--- src/rtl/axis8_pkg.sv ---
// Shared types for the 8-bit AXI-Stream blocks: the stored FIFO entry is {last, data}.
package axis8_pkg;

  localparam int unsigned AXIS8_DATA_W  = 8;
  localparam int unsigned AXIS8_ENTRY_W = 9;

  typedef struct packed {
    logic                    last;
    logic [AXIS8_DATA_W-1:0] data;
  } axis8_entry_t;

endpackage

--- src/rtl/axis8_fifo_mem.sv ---
// DEPTH x 9 simple dual-port RAM: synchronous write, asynchronous read.
// Kept separate so a vendor RAM macro can be dropped in.
module axis8_fifo_mem
  import axis8_pkg::*;
#(
  parameter int unsigned DEPTH  = 16,
  parameter int unsigned ADDR_W = $clog2(DEPTH)
) (
  input  logic              clk,
  input  logic              i_wr_en,
  input  logic [ADDR_W-1:0] i_wr_addr,
  input  axis8_entry_t      i_wr_entry,
  input  logic [ADDR_W-1:0] i_rd_addr,
  output axis8_entry_t      o_rd_entry
);

  // Contents are intentionally not reset.
  axis8_entry_t r_mem [DEPTH];

  always_ff @(posedge clk) begin
    if (i_wr_en) begin
      r_mem[i_wr_addr] <= i_wr_entry;
    end
  end

  assign o_rd_entry = r_mem[i_rd_addr];

endmodule

--- src/rtl/axis8_pkt_fifo.sv ---
// First-word-fall-through 8-bit AXI-Stream FIFO with stored last flag and an optional
// packet mode that withholds output until a whole packet (or a full buffer) is held.
module axis8_pkt_fifo
  import axis8_pkg::*;
#(
  parameter int unsigned DEPTH    = 16,
  parameter int unsigned ADDR_W   = $clog2(DEPTH),
  parameter int unsigned PKT_MODE = 0
) (
  input  logic                    clk,
  input  logic                    rst,
  input  logic [AXIS8_DATA_W-1:0] s_data,
  input  logic                    s_valid,
  output logic                    s_ready,
  input  logic                    s_last,
  output logic [AXIS8_DATA_W-1:0] m_data,
  output logic                    m_valid,
  input  logic                    m_ready,
  output logic                    m_last,
  output logic [ADDR_W:0]         level,
  output logic [ADDR_W:0]         pkt_count
);

  localparam int unsigned LVL_W = ADDR_W + 1;

  if (DEPTH < 2 || (DEPTH & (DEPTH - 1)) != 0) begin : g_bad_depth
    $error("axis8_pkt_fifo: DEPTH must be a power of 2 and at least 2");
  end

  logic [ADDR_W-1:0] r_wr_ptr;
  logic [ADDR_W-1:0] r_rd_ptr;
  logic [LVL_W-1:0]  r_level;
  logic [LVL_W-1:0]  r_pkt_count;

  logic              w_full;
  logic              w_empty;
  logic              w_release;
  logic              w_s_ready;
  logic              w_m_valid;
  logic              w_wr;
  logic              w_rd;
  logic              w_pkt_in;
  logic              w_pkt_out;
  logic [LVL_W-1:0]  w_level_nxt;
  logic [LVL_W-1:0]  w_pkt_nxt;
  axis8_entry_t      w_wr_entry;
  axis8_entry_t      w_head;

  assign w_full  = (r_level == LVL_W'(DEPTH));
  assign w_empty = (r_level == '0);

  // Packet mode: release once a complete packet is held, or when full so an
  // over-long packet cannot deadlock the buffer.
  assign w_release = (PKT_MODE == 0) || (r_pkt_count != '0) || w_full;

  assign w_s_ready = !w_full && !rst;
  assign w_m_valid = !w_empty && w_release && !rst;

  assign w_wr      = s_valid && w_s_ready;
  assign w_rd      = w_m_valid && m_ready;
  assign w_pkt_in  = w_wr && s_last;
  assign w_pkt_out = w_rd && w_head.last;

  assign w_wr_entry.last = s_last;
  assign w_wr_entry.data = s_data;

  axis8_fifo_mem #(
    .DEPTH  (DEPTH),
    .ADDR_W (ADDR_W)
  ) u_mem (
    .clk        (clk),
    .i_wr_en    (w_wr),
    .i_wr_addr  (r_wr_ptr),
    .i_wr_entry (w_wr_entry),
    .i_rd_addr  (r_rd_ptr),
    .o_rd_entry (w_head)
  );

  // Occupancy and packet-count bookkeeping; a simultaneous in/out cancels.
  always_comb begin
    w_level_nxt = r_level;
    w_pkt_nxt   = r_pkt_count;
    if (w_wr && !w_rd) begin
      w_level_nxt = r_level + LVL_W'(1);
    end else if (!w_wr && w_rd) begin
      w_level_nxt = r_level - LVL_W'(1);
    end
    if (w_pkt_in && !w_pkt_out) begin
      w_pkt_nxt = r_pkt_count + LVL_W'(1);
    end else if (!w_pkt_in && w_pkt_out) begin
      w_pkt_nxt = r_pkt_count - LVL_W'(1);
    end
  end

  always_ff @(posedge clk) begin
    if (rst) begin
      r_wr_ptr    <= '0;
      r_rd_ptr    <= '0;
      r_level     <= '0;
      r_pkt_count <= '0;
    end else begin
      if (w_wr) begin
        r_wr_ptr <= r_wr_ptr + ADDR_W'(1);
      end
      if (w_rd) begin
        r_rd_ptr <= r_rd_ptr + ADDR_W'(1);
      end
      r_level     <= w_level_nxt;
      r_pkt_count <= w_pkt_nxt;
    end
  end

  assign s_ready   = w_s_ready;
  assign m_valid   = w_m_valid;
  assign m_data    = w_m_valid ? w_head.data : '0;
  assign m_last    = w_m_valid && w_head.last;
  assign level     = r_level;
  assign pkt_count = r_pkt_count;

endmodule

--- config.mk ---
export PLATFORM = sky130hd
export DESIGN_NAME = axis8_pkt_fifo
export DESIGN_NICKNAME = d
export VERILOG_FILES = /design/src/rtl/axis8_pkg.sv /design/src/rtl/axis8_fifo_mem.sv /design/src/rtl/axis8_pkt_fifo.sv
export SDC_FILE = /design/constraint.sdc
export NUM_CORES = 1
export LEC_CHECK = 0
export ABC_AREA = 0
export CORE_MARGIN = 8
export CORE_UTILIZATION = 55
export DETAILED_ROUTE_END_ITERATION = 10
export GPL_ROUTABILITY_DRIVEN = 0
export PLACE_DENSITY = 0.74
export SETUP_SLACK_MARGIN = 0.5
export SYNTH_ARGS = -nofsm -noshare
export SYNTH_HDL_FRONTEND = slang
export SYNTH_SLANG_ARGS = --single-unit
--- constraint.sdc ---
create_clock -name clk -period 3.85 [get_ports clk]
set_clock_uncertainty 0.1 [all_clocks]
set_input_delay 0.77 -clock clk [delete_from_list [all_inputs] [get_ports clk]]
set_output_delay 0.77 -clock clk [all_outputs]
set_load 0.01 [all_outputs]
-- After elaboration in Yosys (flattened, before gate mapping)
Memory sizes are Yosys's and may differ from the RTL's. A register that Yosys moved wholly into a read port is not among the register bits.
Cells that the tools add are included.
- bits in latches: 0
- bits in writable memories: 144
- ROM bits: 0
- flip-flop bits (word level): 18
- output and inout bits: 21
- memories kept: 1
- bits of input ports: 13
- word-level logic and storage cells: 42
- memory list (name ; words ; bits a word ; rd ports ; clocked after Yosys merged registers in ; wr ports ; RTL line ; source):
    u_mem.r_mem ; 16 ; 9 ; 1 ; 1 ; 1 ; axis8_fifo_mem.sv:18 ; axis8_entry_t r_mem [DEPTH];
- reductions and logical operators: 21
- div/mod/pow operators: 0
- magnitude comparators: 0
- multiplexer cells: 9
- multiply operators: 0
- shift operators: 0
- eq/ne operators: 1
- bitwise gates (word level): 0
- add/subtract/negate cells: 6
- operator list (operator ; count):
    $mux 5 ; 4
    $logic_and 1x1->1 ; 11
    $add 5x1->5 const B ; 2
    $sub 5x1->5 const B ; 2
    $add 4x1->4 const B ; 2
    $mux 4 ; 2
    $mux 8 ; 1
    $logic_not 1->1 ; 7
    $eq 5x5->1 const B ; 1
    $logic_not 5->1 ; 1
    $reduce_bool 2->1 ; 2
    $mux 1 ; 2

-- Depth between registers and ports, before layout
Gate-level depths: netlist of run 1.
- depth in word-level cells: 9
- depth in mapped cells: 14
- depth with buffers taken out: 13

-- Modules after synthesis
Synthesis of run 1 repeated with hierarchy kept, for this count alone.
- cells, all modules: 374
- area total of the unflattened synthesis: 6702.7 um^2
- modules (own cells, without submodules) (module ; area each (um^2) ; cells an instance ; instances ; sequential area each (um^2)):
    axis8_fifo_mem ; 5600.4 ; 245 ; 1 ; 4324.1
    axis8_pkt_fifo ; 1102.3 ; 129 ; 1 ; 360.3

-- Least setup slack after synthesis of run 1
Ideal clock, no wire load.
- kind: input to register
- from: in s_valid
- to: reg r_pkt_count[4] (netlist: pkt_count[4])
- data arrival time: 2.799 ns
- stages on the path: 10
- setup slack: 0.830 ns
- data required time: 3.629 ns
- setup time: 0.121 ns
- path buffers: 0
- cell sequence: a21boi_2 and2b_1 and2_1 ha_1 inv_1 ha_1 a21o_1 a21oi_1 mux2i_1 mux2_2
- cells in the longest elaborated chain, start to end: 5
- elaborated cells on any way between the ends: 7
- those cells by class: 1 x mux; 6 x reduce/logical
- ends and longest elaborated chain (element ; RTL line ; source):
    start: declaration ; axis8_pkt_fifo.sv:13 ; input logic s_valid,
    $logic_and 1x1->1 (*) ; axis8_pkt_fifo.sv:59 ; assign w_wr = s_valid && w_s_ready;
    net u_mem.i_wr_en ; axis8_fifo_mem.sv:10 ; input logic i_wr_en,
    $logic_and 1x1->1 (*) ; axis8_pkt_fifo.sv:61 ; assign w_pkt_in = w_wr && s_last;
    $logic_not 1->1 ; axis8_pkt_fifo.sv:90 ; end else if (!w_pkt_in && w_pkt_out) begin
    $logic_and 1x1->1 ; axis8_pkt_fifo.sv:90 ;
    $reduce_bool 2->1 (no source line) ; -- ;
    end signal: assignment ; axis8_pkt_fifo.sv:109 ; r_pkt_count <= w_pkt_nxt;
    end: declaration ; axis8_pkt_fifo.sv:33 ; logic [LVL_W-1:0] r_pkt_count;
Mark *: on every way through the listed nets, which the timed path passes. The rest lies on a longest branch.
A chain may end at the register's enable or synchronous reset.

-- Final worst setup path of run 1
- from: in rst
- to: out m_data[4]
- cells in the longest elaborated chain, start to end: 3
- ends and longest elaborated chain (element ; RTL line ; source):
    start: declaration ; axis8_pkt_fifo.sv:11 ; input logic rst,
    $logic_not 1->1 ; axis8_pkt_fifo.sv:57 ; assign w_m_valid = !w_empty && w_release && !rst;
    $logic_and 1x1->1 ; axis8_pkt_fifo.sv:57 ;
    $mux 8 ; axis8_pkt_fifo.sv:115 ; assign m_data = w_m_valid ? w_head.data : '0;
    end: declaration ; axis8_pkt_fifo.sv:16 ; output logic [AXIS8_DATA_W-1:0] m_data,
Every way passes these cells.

==> flow_metrics.py, run 1 <==
metrics = {
    "detailed_routing": {
        "drt_iter0_markers": 326,
        "via_count": 3805,
        "drc": 0,
        "post_drt_wl_per_cell_um": 21.6,
        "firstDrtPassIters": 5,
        "ant_nets": 0,
        "vias_per_cell": 5.72,
        "wirelength_um": 14400,
    },
    "cts": {
        "cts_buffer_depth": 2,
        "ctsHtreeMaxLevel": 4,
        "clock_latency_ps": 420,
        "cts_num_sinks": 166,
        "cts_tree": "built",
        "root_buffer": "clkbuf_16",
        "path_clk_slew_ps": 60,
        "cts_buffers": 17,
        "cts_hold_buf": 0,
    },
    "die": {
        "core_area_mm2": 0.0124,
        "io_pins": 34,
        "die_w_um": 128,
        "start_util": 0.553,
        "num_rows": 41,
        "die_h_um": 128,
        "die_area_mm2": 0.0163,
    },
    "global_route": {
        "track_usage": 0.185,
        "grt_max_degree": 29,
        "grt_pass1_wl_um": 22000,
        "grt_pass1_vias": 3972,
        "grt-ovfl-total": 0,
        "antenna_found_initial": 0,
    },
    "layout": {
        "diodes": 0,
        "area_growth_pct": 20.1,
        "final_layout_size_suffix_gt1_frac": 0.231,
        "nets": 509,
        "fin_util": 0.664,
    },
    "place": {
        "portBuffers": 33,
        "hpwlAfterDp_um": 8950,
    },
    "power": {
        "p_per_area_mw_per_mm2": 593,
        "ir_drop_uv": 417,
        "p_leak_nw": 2.82,
    },
    "timing": {
        "maxSlewViolCount": 0,
        "setup-tns-final_ps": 0,
        "hold_viol_final": 0,
        "rsz0062_at_grt": "true",
        "worst_slew_pin_slew_ps": 590,
        "max_freq_ghz": 0.298,
        "setup_viol": 0,
        "slew_headroom": 0.606,
        "period_minus_slack_ps": 3350,
        "period_share": 0.871,
    },
    "worst_setup_path": {
        "worst_setup_path_end_kind": "primary output",
        "arrival_ps": 2480,
        "required_ps": 2980,
        "regToRegSetupSlack_ps": 620,
        "path_max_fanout": 7,
        "path_class": "primary input to primary output",
        "r2r-end": "pkt_count[4]$_SDFFE_PP0P_",
        "start_kind": "primary input",
        "ff2ff_path_depth": 11,
        "startpoint": "rst",
    },
    "logic_synthesis": {
        "ys_warn_count": 0,
        "synthCells": 411,
        "synth.top_cell.area_share": 0.630,
        "syn_area_mm2": 0.00687,
        "syn_nets": 440,
        "ys_seq_area_frac": 0.694,
        "postSynthAreaPerCell_um2": 16.7,
        "synthTopCellsByArea": "edfxtp_1 (63%), mux4_2 (6.6%), dfxtp_1 (6.4%)",
        "synth_largest_area_cell": "edfxtp_1",
        "netlist-cell-type-count": 53,
        "ys_seq_elements": 166,
    },
    "min_path": {
        "min_path_cells": 2,
        "hold_start": "r_rd_ptr[1]$_SDFFE_PP0P_",
        "holdPathEnd": "r_rd_ptr[1]$_SDFFE_PP0P_",
        "worst_hold_path_type": "register to register",
    },
    "job": {
        "cap_violations": 0,
    },
    "run_status": {
        "status": "finished clean",
    },
}
synth_stat cells (all sizes together):
master,instances
o311a,1
a21boi,1
mux2i,21
or3,2
a31oi,1
ha,14
and2,1
nor2,37
a221oi,4
dfxtp,22
a211oi,2
mux2,11
a22oi,1
o2bb2ai,4
nand3b,2
mux4,22
edfxtp,144
nand2b,3
clkbuf,5
xnor2,4
a21oi,19
nand2,16
nor4,1
buf,13
a21o,4
a31o,1
fa,2
o211ai,1
nor2b,5
and2b,1
o22ai,7
nor3,5
xor2,8
o2111ai,1
nand4,1
o21ai,5
o221ai,3
inv,11
nand3,5
cells by family (layout without fill, tap and decap cells):
logic type	after synthesis	after routing	synth area share
xor gates and xnor gates	12	12	0.0153
buffers and inverters	29	111	0.0252
AOI/OAI and AO/OA	55	55	0.0567
muxes	54	54	0.122
and+or+nand+nor	79	79	0.0556
adders and majority gates	16	16	0.0313
DFF	166	166	0.694
cell usage in the layout (no fill, tap or decap), drive strengths merged, types with 8 or more instances in the layout:
cell           Yosys  final
clkinv             0      8
a21oi             19     19
inv               11     11
clkbuf             5     21
mux2i             21     21
edfxtp           144    144
buf               13     34
dfxtp             22     22
ha                14     14
nor2              37     37
clkdlybuf4s50      0     26
nand2             16     16
mux2              11     11
mux4              22     22
xor2               8      8
flip-flops by register name, summed over array words and instances (netlist names), named ones only:
| name | cells |
|---|---|
| level | 5 |
| pkt_count | 5 |
| r_rd_ptr | 4 |
| r_wr_ptr | 4 |
| u_mem.r_mem | 144 |
worst max path at each step:
stage,end,cells after the start
global route,m_data[4],7
global placement,pkt_count[4]$_SDFFE_PP0P_,12
finish,m_data[4],6
floorplan,pkt_count[4]$_SDFFE_PP0P_,10
detailed placement,pkt_count[4]$_SDFFE_PP0P_,12
CTS,m_data[4],6
report_power, final:
group	leakage [nW]	internal, mW	switching [mW]
clock network	0.282	1.01	0.642
logic	1.06	0.544	0.562
registers	1.48	2.04	0.0942
routing by layer:
| layer | GRT usage | wire length, um | vias to the layer above |
|---|---|---|---|
| met2 | 0.316 | 7400 | 132 |
| met4 | 0.0818 | 340 | 0 |
| li1 | - | - | 1733 |
| met3 | 0.0428 | 953 | 28 |
| met1 | 0.219 | 5670 | 1912 |
| met5 | 0 | 0 | - |
layout make-up:
| class | count | area [um2] |
|---|---|---|
| Fill cell | 855 | 4170 |
| Timing Repair Buffer | 68 | 671 |
| Multi-Input combinational cell | 216 | 1970 |
| Tap cell | 172 | 215 |
| Inverter | 11 | 43.8 |
| Clock inverter | 12 | 135 |
| Sequential cell | 166 | 4770 |
| Clock buffer | 20 | 437 |
worst max-delay path, stage by stage:
cell             delay [ps]
clkdlybuf4s50_1         470
a21o_4                  240
inv_4                   110
nand2_2                 140
o21ai_2                 180
clkdlybuf4s50_1         560
what timing repair did:
action                                 in CTS  in global routing
setup endpoints to repair                  10                  6
endpoints found under the hold margin       0                  0
setup buffers                               2                  4
cloned                                      0                  1
gates resized for setup                    26                  8
per-stage QoR:
step                      hold WS (ps)  power (mW)  cells  instance area, um2  setup slack, ps
final                              426        4.89    665                8240              497
after global routing               461        5.08    665                8240              445
after floorplan                    381        2.82    411                6870              830
after detailed placement           412        3.23    626                7490              212
after CTS                          420        4.90    660                8160              483
after global placement             409        3.20    626                7490              296
Note: power is estimated with default switching activity, not from simulation.
==> inputs of run 2 (changes only) <==
CORE_ASPECT_RATIO = 1.4   (was default)
CORE_UTILIZATION = 45   (was 55)
PLACE_DENSITY = default   (was 0.74)
==> run 2 against run 1 <==
Wire length is 4.0% higher. Via count is 0.84% lower. Maximum frequency is 2.4% higher. Highest routed layer unchanged. Critical endpoint is now m_data[5]. Non-clock buffer count is 3 lower.
==> flow_metrics.py, run 2 (synthesis gave the netlist of run 1 again) <==
metrics = {
    "run_status": {
        "status": "finished clean",
    },
    "place": {
        "portBuffers": 33,
        "placed_cell_area_mm2": 0.00753,
        "place_ws_ps": 185,
        "hpwlAfterDp_um": 10000,
        "dp.cells": 647,
    },
    "global_route": {
        "grt_pass1_wl_um": 23400,
        "track_usage": 0.161,
        "grt-ovfl-total": 0,
        "grt_max_degree": 22,
        "antenna_found_initial": 0,
        "grt_pass1_vias": 4112,
    },
    "layout": {
        "area_growth_pct": 20.0,
        "postLayoutCellArea_mm2": 0.00824,
        "largest_register_ffs": 144,
        "most-common-layout-cells": "edfxtp_1 (144), nor2_1 (36), buf_4 (29)",
        "final_layout_size_suffix_gt1_frac": 0.235,
        "regMostFlops": "u_mem.r_mem",
        "nets": 506,
        "diodes": 0,
        "finalNonFillerCells": 681,
        "final_common_cell": "edfxtp_1",
        "final-seq-area_mm2": 0.00478,
        "multiInputGateArea_mm2": 0.00197,
        "fill_cells": 1232,
    },
    "power": {
        "p_leak_nw": 2.82,
        "p_per_area_mw_per_mm2": 606,
        "ir_drop_uv": 352,
    },
    "detailed_routing": {
        "via_count": 3773,
        "wirelength_um": 14900,
        "vias_per_cell": 5.54,
        "ant_nets": 0,
        "drc": 0,
        "firstDrtPassIters": 5,
        "post_drt_wl_per_cell_um": 21.9,
        "drt_iter0_markers": 291,
    },
    "cts": {
        "cts_num_sinks": 166,
        "path_clk_slew_ps": 60,
        "cts_hold_buf": 0,
        "ctsHtreeMaxLevel": 4,
        "cts_tree": "built",
        "cts_buffers": 17,
        "root_buffer": "clkbuf_16",
        "cts_buffer_depth": 2,
        "clock_latency_ps": 420,
    },
    "timing": {
        "worst_slew_pin_slew_ps": 624,
        "period_minus_slack_ps": 3270,
        "rsz0062_at_grt": "false",
        "slew_headroom": 0.582,
        "hold_viol_final": 0,
        "setup-tns-final_ps": 0,
        "setup_viol": 0,
        "maxSlewViolCount": 0,
        "period_share": 0.850,
        "finalHoldWorstSlack_ps": 418,
        "finalWorstSetupSlack_ps": 576,
        "max_freq_ghz": 0.305,
    },
    "worst_setup_path": {
        "worst_setup_path_end_kind": "primary output",
        "ff2ff_path_depth": 11,
        "start_kind": "register",
        "arrival_ps": 2400,
        "path_max_fanout": 10,
        "required_ps": 2980,
        "path_class": "register to primary output",
    },
    "min_path": {
        "min_path_cells": 2,
        "worst_hold_path_type": "register to register",
    },
    "job": {
        "cap_violations": 0,
    },
    "die": {
        "die_w_um": 120,
        "num_rows": 53,
        "core_area_mm2": 0.0150,
        "start_util": 0.458,
        "io_pins": 34,
        "die_h_um": 162,
        "die_area_mm2": 0.0195,
    },
}
==> run 2: changes by cell type in the layout (fill, tap and decap cells not counted), moves of 2 or more <==
cell      change
inv_8         +3
clkinv_2      -6
clkinv_4      +2
inv_6         +5
buf_12        -3
clkbuf_1      -3
==> run 2: repair_timing <==
action	4_1_cts	5_1_grt
endpoints found under the setup margin	9	7
setup buffers	0	3
resized for setup	18	11
pin swaps	0	2
==> run 2: cell type report <==
cell class / instances / area share
multi-input cells: 216 / 0.239
flip-flops and latches: 166 / 0.580
clock buffers: 17 / 0.0516
clock inverters: 14 / 0.0229
inverters: 11 / 0.00531
well taps: 192 / 0.0292
repair buffers: 65 / 0.0729
==> run 2: worst paths after layout <==
path | start | end | slack, ps
setup / recovery | register | m_data[5] | 580
hold / removal | r_rd_ptr[1]$_SDFFE_PP0P_ | register | 420
setup reg to reg | register | pkt_count[4]$_SDFFE_PP0P_ | 680
hold reg to reg | r_rd_ptr[1]$_SDFFE_PP0P_ | register | 420
==> run 2: stage by stage <==
stage,power [mW],util
floorplan,2.82,-
global placement,3.23,0.502
detailed placement,3.25,0.502
CTS,5.02,0.546
global route,5.21,0.550
finish,4.99,0.550
==> run 2: power by group <==
group          switching (mW)  internal (mW)
logic                   0.562          0.534
clock network           0.723           1.04
registers              0.0945           2.04
==> run 2: metal layers <==
layer	track usage	vias up	wire (um)
met5	0	-	0
met4	0.0632	0	232
met3	0.0351	16	648
li1	-	1734	-
met2	0.286	105	7980
met1	0.183	1918	6080
==> run 2: worst max-delay path: stages, from the launching register on <==
cell             delay, ps
dfxtp_4                450
mux4_2                 520
mux2i_1                240
a21oi_1                120
o311a_1                160
clkdlybuf4s50_1        490
